===== config.mk =====
export PLATFORM = sky130hd
export DESIGN_NAME = pwm_drive
export DESIGN_NICKNAME = d
export VERILOG_FILES = /design/src/rtl/pwm_pkg.sv /design/src/rtl/pwm_drive_tick_gen.sv /design/src/rtl/pwm_drive.sv
export SDC_FILE = /design/constraint.sdc
export NUM_CORES = 1
export LEC_CHECK = 0
export ABC_AREA = 1
export BUFFER_PORTS_ARGS = -buffer_cell sky130_fd_sc_hd__buf_4
export CAP_MARGIN = 0
export CORE_MARGIN = 2
export CORE_UTILIZATION = 30
export CTS_BUF_LIST = sky130_fd_sc_hd__clkbuf_8
export DETAILED_ROUTE_END_ITERATION = 8
export GPL_TIMING_DRIVEN = 0
export PLACE_DENSITY = 0.49
export SYNTH_ARGS = -nofsm -noshare
export SYNTH_HDL_FRONTEND = slang
export SYNTH_SLANG_ARGS = --single-unit

===== constraint.sdc =====
create_clock -name clock -period 4.85 [get_ports clock]
set_clock_uncertainty 0.05 [all_clocks]
set_input_delay 0 -clock clock [delete_from_list [all_inputs] [get_ports clock]]
set_output_delay 0 -clock clock [all_outputs]
set_load 0.1 [all_outputs]

===== src/rtl/pwm_pkg.sv =====
// Shared definitions for the PWM actuator drive: mode encoding, default
// timing parameters and the mode-request decode used at period boundaries.
package pwm_pkg;

  typedef enum logic [1:0] {
    MODE_OFF  = 2'd0,
    MODE_HEAT = 2'd1,
    MODE_DEAD = 2'd2,
    MODE_COOL = 2'd3
  } mode_e;

  localparam int unsigned DEFAULT_PRESCALE     = 64;
  localparam int unsigned DEFAULT_DEAD_PERIODS = 4;

  // Mode requested by the PID stage: disable wins, then cooling, else heating.
  function automatic mode_e requested_mode(input logic enable, input logic neg);
    mode_e m;
    if (!enable) begin
      m = MODE_OFF;
    end else if (neg) begin
      m = MODE_COOL;
    end else begin
      m = MODE_HEAT;
    end
    return m;
  endfunction

endpackage


===== src/rtl/pwm_drive_tick_gen.sv =====
// Free-running prescaler: counts 0..PRESCALE-1 and flags the last count as a
// one-clock tick, then wraps. Never stops, so PWM timing ignores the mode.
module tick_gen
  import pwm_pkg::*;
#(
  parameter int unsigned PRESCALE = DEFAULT_PRESCALE
) (
  input  logic clock,
  input  logic reset,
  output logic tick
);

  localparam logic [15:0] LAST = 16'(PRESCALE - 1);

  logic [15:0] count_q;
  logic [15:0] count_d;

  assign tick = (count_q == LAST);

  // Next count: wrap to zero on the tick, otherwise advance.
  always_comb begin
    count_d = tick ? 16'd0 : count_q + 16'd1;
  end

  // Prescaler register, cleared asynchronously by reset.
  always_ff @(posedge clock or negedge reset) begin
    if (!reset) begin
      count_q <= '0;
    end else begin
      count_q <= count_d;
    end
  end

endmodule


===== src/rtl/pwm_drive.sv =====
// Heater/cooler actuator drive. An 8-bit phase counter stepped by the
// prescaler tick defines a 256-tick PWM period. Inputs are shadowed at each
// period boundary; the mode FSM only moves at boundaries (except disable),
// and heat/cool reversals pass through DEAD_PERIODS dead periods.
// period_start acts as a valid strobe: it is high for exactly the one clock
// on which a new period's outputs first appear, with no back-pressure.
module pwm_drive
  import pwm_pkg::*;
#(
  parameter int unsigned PRESCALE     = DEFAULT_PRESCALE,
  parameter int unsigned DEAD_PERIODS = DEFAULT_DEAD_PERIODS
) (
  input  logic       clock,
  input  logic       reset,
  input  logic [7:0] level,
  input  logic       neg,
  input  logic       enable,
  output logic       heat_out,
  output logic       cool_out,
  output logic       period_start,
  output logic [1:0] mode
);

  localparam logic [7:0] DEAD_LOAD = 8'(DEAD_PERIODS - 1);

  logic       tick;
  logic       boundary;
  logic [7:0] phase_q, phase_d;
  logic [7:0] duty_q, duty_d;
  logic       neg_q, neg_d;
  logic [7:0] dead_cnt_q, dead_cnt_d;
  mode_e      state_q, state_d;
  mode_e      req_mode;
  logic       heat_q, heat_d;
  logic       cool_q, cool_d;
  logic       start_q;

  tick_gen #(
    .PRESCALE(PRESCALE)
  ) u_tick_gen (
    .clock(clock),
    .reset(reset),
    .tick (tick)
  );

  assign boundary = tick && (phase_q == 8'd255);
  assign req_mode = requested_mode(enable, neg_d);

  // Phase advance and boundary shadowing of the PID requests.
  always_comb begin
    phase_d = tick ? phase_q + 8'd1 : phase_q;
    duty_d  = boundary ? level : duty_q;
    neg_d   = boundary ? neg : neg_q;
  end

  // Mode FSM next state: disable is immediate, all else waits for a boundary.
  always_comb begin
    state_d    = state_q;
    dead_cnt_d = dead_cnt_q;
    if (!enable) begin
      state_d = MODE_OFF;
    end else if (boundary) begin
      case (state_q)
        MODE_OFF: state_d = req_mode;
        MODE_HEAT: begin
          if (req_mode == MODE_COOL) begin
            state_d    = MODE_DEAD;
            dead_cnt_d = DEAD_LOAD;
          end else begin
            state_d = req_mode;
          end
        end
        MODE_COOL: begin
          if (req_mode == MODE_HEAT) begin
            state_d    = MODE_DEAD;
            dead_cnt_d = DEAD_LOAD;
          end else begin
            state_d = req_mode;
          end
        end
        MODE_DEAD: begin
          if (dead_cnt_q == 8'd0) begin
            state_d = req_mode;
          end else begin
            dead_cnt_d = dead_cnt_q - 8'd1;
          end
        end
        default: state_d = MODE_OFF;
      endcase
    end
  end

  // Output decode from next-state values so outputs line up with the phase register.
  always_comb begin
    heat_d = (state_d == MODE_HEAT) && (phase_d < duty_d);
    cool_d = (state_d == MODE_COOL);
  end

  // All state and registered outputs, cleared asynchronously by reset.
  always_ff @(posedge clock or negedge reset) begin
    if (!reset) begin
      phase_q    <= '0;
      duty_q     <= '0;
      neg_q      <= 1'b0;
      dead_cnt_q <= '0;
      state_q    <= MODE_OFF;
      heat_q     <= 1'b0;
      cool_q     <= 1'b0;
      start_q    <= 1'b0;
    end else begin
      phase_q    <= phase_d;
      duty_q     <= duty_d;
      neg_q      <= neg_d;
      dead_cnt_q <= dead_cnt_d;
      state_q    <= state_d;
      heat_q     <= heat_d;
      cool_q     <= cool_d;
      start_q    <= boundary;
    end
  end

  assign heat_out     = heat_q;
  assign cool_out     = cool_q;
  assign period_start = start_q;
  assign mode         = state_q;

endmodule


=== After elaboration in Yosys (flattened, before gate mapping) ===
Cells that the tools add are included.
W data, S select, Z words.

* Muxes and demuxes: 16
* Reduce and logical (&&, ||, !) cells: 6
* Eq/ne operators: 12
* $add $sub $neg: 3
* Magnitude comparators: 1

{| class="wikitable"
|+ Operators with widths
! operator !! count
|-
| $mux W8 || 5
|-
| $pmux W8 S3 || 1
|-
| $add A16 B1 Y16 const B || 1
|-
| $eq A16 B6 Y1 const B || 1
|-
| $mux W16 || 1
|-
| $mux W2 || 7
|-
| $add A8 B1 Y8 const B || 1
|-
| $eq A2 B2 Y1 const B || 4
|-
| $eq A8 B8 Y1 const B || 1
|-
| $logic_not A8 Y1 || 1
|-
| $lt A8 B8 Y1 || 1
|-
| $pmux W2 S4 || 1
|-
| $sub A8 B1 Y8 const B || 1
|-
| $eq A2 B1 Y1 const B || 3
|-
| $ne A2 B2 Y1 const B || 3
|-
| $reduce_and A6 Y1 || 1
|-
| $reduce_bool A3 Y1 || 1
|-
| $logic_and A1 B1 Y1 || 2
|-
| $logic_not A2 Y1 || 1
|-
| $mux W1 || 1
|}

* Word-level logic and storage cells: 47
* Register bits after elaboration: 46

=== Longest topological paths before layout ===
* Depth after elaboration: 12
* Mapped depth: 19
* Mapped depth without buffers: 19

=== By module ===
From an unflattened synthesis, not the netlist that was laid out.

* Cell total of the unflattened synthesis: 323
* Area, all modules: 2643.8 um2

{| class="wikitable"
|+ Modules (own cells, without submodules)
! module !! area each (um2) !! seq. area each (um2) !! times used !! cells each
|-
| pwm_drive || 1744.2 || 750.7 || 1 || 204
|-
| tick_gen || 899.6 || 400.4 || 1 || 119
|}

=== Least setup slack after synthesis ===
Ideal clock, no wire load.

* Path kind: register to register
* From: register u_tick_gen.count_q[0]
* To: register heat_q (netlist: heat_out)
* Data required time: 4.737 ns
* Buffers on the path: 0
* Setup slack: 2.408 ns
* Clock period less this slack: 2.442 ns
* Data arrival time: 2.329 ns
* Setup time: 0.063 ns
* Stages on the path, launching flop included: 17
* Cells stage by stage: dfrtp_1 > ha_1 > nand3_2 > nor2_4 > nand2_1 > nor3_1 > nand2_1 > xor2_1 > inv_1 > ha_1 > a21oi_1 > nor2_1 > a211oi_1 > nand3_1 > nor2_1 > nand2_1 > inv_1

* Elaborated cells between the ends (all ways): 18
* Classes of those cells: order compare: 1; eq/ne: 4; mux: 11; reduce/logical: 2

{| class="wikitable"
|+ RTL lines
! what !! RTL line !! text
|-
| start: declaration || pwm_drive_tick_gen.sv:15 || <nowiki>logic [15:0] count_q;</nowiki>
|-
| start signal: assignment || pwm_drive_tick_gen.sv:30 || <nowiki>count_q <= count_d;</nowiki>
|-
| $eq A16 B6 Y1 || pwm_drive_tick_gen.sv:18 || <nowiki>assign tick = (count_q == LAST);</nowiki>
|-
| $mux W8 || pwm_drive.sv:51 || <nowiki>phase_d = tick ? phase_q + 8'd1 : phase_q;</nowiki>
|-
| via phase_d[5] || pwm_drive.sv:28 || <nowiki>logic [7:0] phase_q, phase_d;</nowiki>
|-
| $lt A8 B8 Y1 || pwm_drive.sv:95 || <nowiki>heat_d = (state_d == MODE_HEAT) && (phase_d < duty_d);</nowiki>
|-
| $logic_and A1 B1 Y1 || pwm_drive.sv:95 ||
|-
| via heat_d || pwm_drive.sv:34 || <nowiki>logic heat_q, heat_d;</nowiki>
|-
| end signal: assignment || pwm_drive.sv:116 || <nowiki>heat_q <= heat_d;</nowiki>
|-
| end: declaration || pwm_drive.sv:34 ||
|}

The timed path passes the listed nets, and every way through them passes these cells.
A chain may end at the register's enable or synchronous reset.

=== Worst setup path in the final report ===
Ends and elaborated chain as after synthesis.

==> flow_summary.toml <==
[routing]
drt_iter0_drc = 127
first_pass_iters = 4
post_drt_wl_per_cell_um = 10.5
ant_nets = 0
finalWirelength_mm = 4.88
via_per_inst = 4.38
drc = 0
via_count = 2035

[setup_path]
critPathMaxFanout = 6
r2r_start = "u_tick_gen.count_q[0]"
crit_type = "reg2reg"
cp.required_ns = 5.05
worstSetupEndpointType = "flip-flop"
cp.arrival_ns = 3.03
ff2ff_path_depth = 15
r2r_end = "heat_out"
r2r_setup_slack_ns = 2.03
cp-endpoint = "heat_out"
cp-start-kind = "flip-flop"
setup.worst_path.start = "u_tick_gen.count_q[0]"

[synthesis]
syn_area_mm2 = 0.00257
ys_types = 26
synth_ff_type = "dfrtp_1"
synth_compound_area_share_pct = 3.60
synthMuxAreaShare_pct = 0
syn_inst = 327
synth_area_leaders = "dfrtp_1, nand2_1, inv_1"
ys_seq_area_share_pct = 44.7
yosysTopAreaCellShare_pct = 44.7
yosysMostFrequentCell = "nand2_1"
ys_warn_count = 0
synthXorXnorAreaFrac_pct = 5.79
yosysTopAreaCell = "dfrtp_1"
synthAdderAreaFrac_pct = 4.86
synth_nets = 349
synth_top_family_by_area = "simple AND/OR/NAND/NOR gates"
synthArstFlopShare_pct = 100
synth-simple-area-share_pct = 33.0
avgSynthCellArea_um2 = 7.87
synth-edff-count = 0
ys_seq_elements = 46
yosys-top-cells-count = "nand2_1, inv_1, dfrtp_1"

[status]
status = "finished clean"

[global_routing]
grt_use_total_pct = 11.3
grt_pass1_wl_mm = 8.85
grt_remaining_overflow = 0
antenna_found_initial = 0
grt_pass1_vias = 1968
grt_max_degree = 47

[power_and_ir_drop]
switching_share_pct = 22.2
p_seq_share_pct = 56.8
power.density_mw_per_mm2 = 223
p_int_uw = 525
leakage_nw = 1.64
power_frac_comb_pct = 3.2
p_total_uw = 674
switchingPower_uw = 150
p_clk_share_pct = 40.0
ir_drop_uv = 118

[timing]
period_minus_slack_ns = 2.82
timing.fmax_ghz = 0.354
rsz0062_at_grt = "no"
slew_violations = 0
min_period_over_period_pct = 58.2
finalHoldViolations = 0
setup_viol = 0
tightestPinTransition_ns = 0.599
setup_tns_ns = 0
relSlewSlack_pct = 60.1

[placed_design]
io_buffer_count = 16
globalplace.congestion = 0.843
hpwl_mm = 3.60

[clock_tree]
cts_tree = "done"
clk_path_buf_depth = 2
ctsHoldBuffers = 9
cts_resized = 0
post_cts_buffers = 0
cts-root-buf = "clkbuf_8"
cts_made_buffers = 5
cts.htree.levels = 2
clk_pin_slew_ns = 0.09
clk_latency_ns = 0.30
cts.sinks = 46

[layout]
nets = 381
syn2layout_area_growth_pct = 17.4
drive_above_1_share_pct = 13.6
insertedDiodeCount = 0

[floorplan]
die_w_um = 96.6
rows = 33
start_util_pct = 31.2
pin_count = 17
die_area_mm2 = 0.00933
core_mm2 = 0.00826
die_h_um = 96.6

[worst_hold_path]
worst_hold_path_type = "in2reg"

[flow_run]
maxCapViolCount = 0
[worst max-delay path, cell delays in order (launching register included)]
cell	delay, ns
dfrtp_1	0.40
ha_1	0.21
nand3_2	0.15
nor2_4	0.18
nand2_1	0.17
nor3_1	0.32
nand4_1	0.16
xnor2_1	0.24
ha_1	0.28
nand2_1	0.08
nor2_1	0.05
a211oi_1	0.17
nand3_1	0.10
nor2_1	0.10
nand2_1	0.06
inv_1	0.04
[metrics by stage]
stage	instance area, µm²	setup slack (ns)	std cells	hold slack (ns)	utilization [%]
global route	3020	1.59	465	0.0198	36.6
floorplan	2570	2.41	327	-0.346	-
finish	3020	2.03	465	0.0237	36.6
CTS	3020	1.94	465	0.0196	36.6
global placement	2820	2.00	448	0.0109	34.2
detailed placement	2820	1.99	448	0.0112	34.2
[cell usage in the layout, fill, tap and decap left out]
cell | synthesis | layout
nand2_1 | 86 | 86
inv_1 | 53 | 53
dfrtp_1 | 46 | 46
nor2_1 | 39 | 39
nand3_1 | 21 | 21
buf_4 | 0 | 16
xor2_1 | 12 | 12
ha_1 | 10 | 10
dlygate4sd3_1 | 0 | 9
a21oi_1 | 8 | 8
nand2_2 | 7 | 7
o21ai_0 | 7 | 7
clkbuf_8 | 0 | 7
nand4_1 | 6 | 6
xnor2_1 | 5 | 5
nor2_2 | 4 | 4
nand3_2 | 4 | 4
nor2_4 | 3 | 3
nor3_1 | 3 | 3
inv_2 | 2 | 2
and2_1 | 2 | 2
o21ai_1 | 2 | 2
and3_1 | 1 | 1
nor3_2 | 1 | 1
nand4_2 | 1 | 1
or2_2 | 1 | 1
a211oi_1 | 1 | 1
nor2_8 | 1 | 1
nand2_4 | 1 | 1
clkinv_4 | 0 | 1
[logic make-up (layout without fill, tap and decap cells)]
family	after synthesis	count (layout)
compound gates	18	18
xor+xnor	17	17
fa+ha+maj	10	10
buf+inv	55	88
flops	46	46
simple gates	181	181
[worst min-delay path by stage]
stage,start,end,slack [ns],cells past startpoint
3_3_place_gp,reset,u_tick_gen.count_q[11],0.01,1
2_1_floorplan,reset,cool_out,-0.35,0
5_1_grt,level[0],duty_q[0],0.02,4
4_1_cts,neg,neg_q,0.02,3
6_report,level[0],duty_q[0],0.02,4
3_5_place_dp,reset,u_tick_gen.count_q[14],0.01,1
[metal layers]
layer / routed length (µm) / part of all wire [%] / GRT usage [%]
met1: 2430 / 50 / 15.1
met2: 2250 / 46 / 18.4
met3: 119 / 2.4 / 2.38
met4: 73 / 1.5 / 3.47
met5: 0 / 0 / 0
[sequential cells by signal, summed over array words and instances (netlist names)]
| signal | count |
|---|---|
| duty_q | 8 |
| u_tick_gen.count_q | 16 |
| phase_q | 8 |
| cool_out | 1 |
| mode | 2 |
| heat_out | 1 |
| period_start | 1 |
| dead_cnt_q | 8 |
| neg_q | 1 |
[final cells by class]
cell class,count,area [µm²]
Inverter,55,206
Sequential cell,46,1150
Multi-Input combinational cell,226,1210
Clock buffer,7,96.3
Timing Repair Buffer,25,210
Fill cell,890,5240
Tap cell,105,131
Clock inverter,1,8.76
[power groups by stage]
stage | Combinational (mW) | Clock (mW) | Sequential, mW
4_1_cts | 0.0225 | 0.280 | 0.383
3_3_place_gp | 0.0167 | 0 | 0.391
2_1_floorplan | 0.000901 | 0 | 0.391
3_5_place_dp | 0.0168 | 0 | 0.391
6_report | 0.0215 | 0.270 | 0.383
5_1_grt | 0.0247 | 0.296 | 0.383
(Power assumes the default switching activity.)
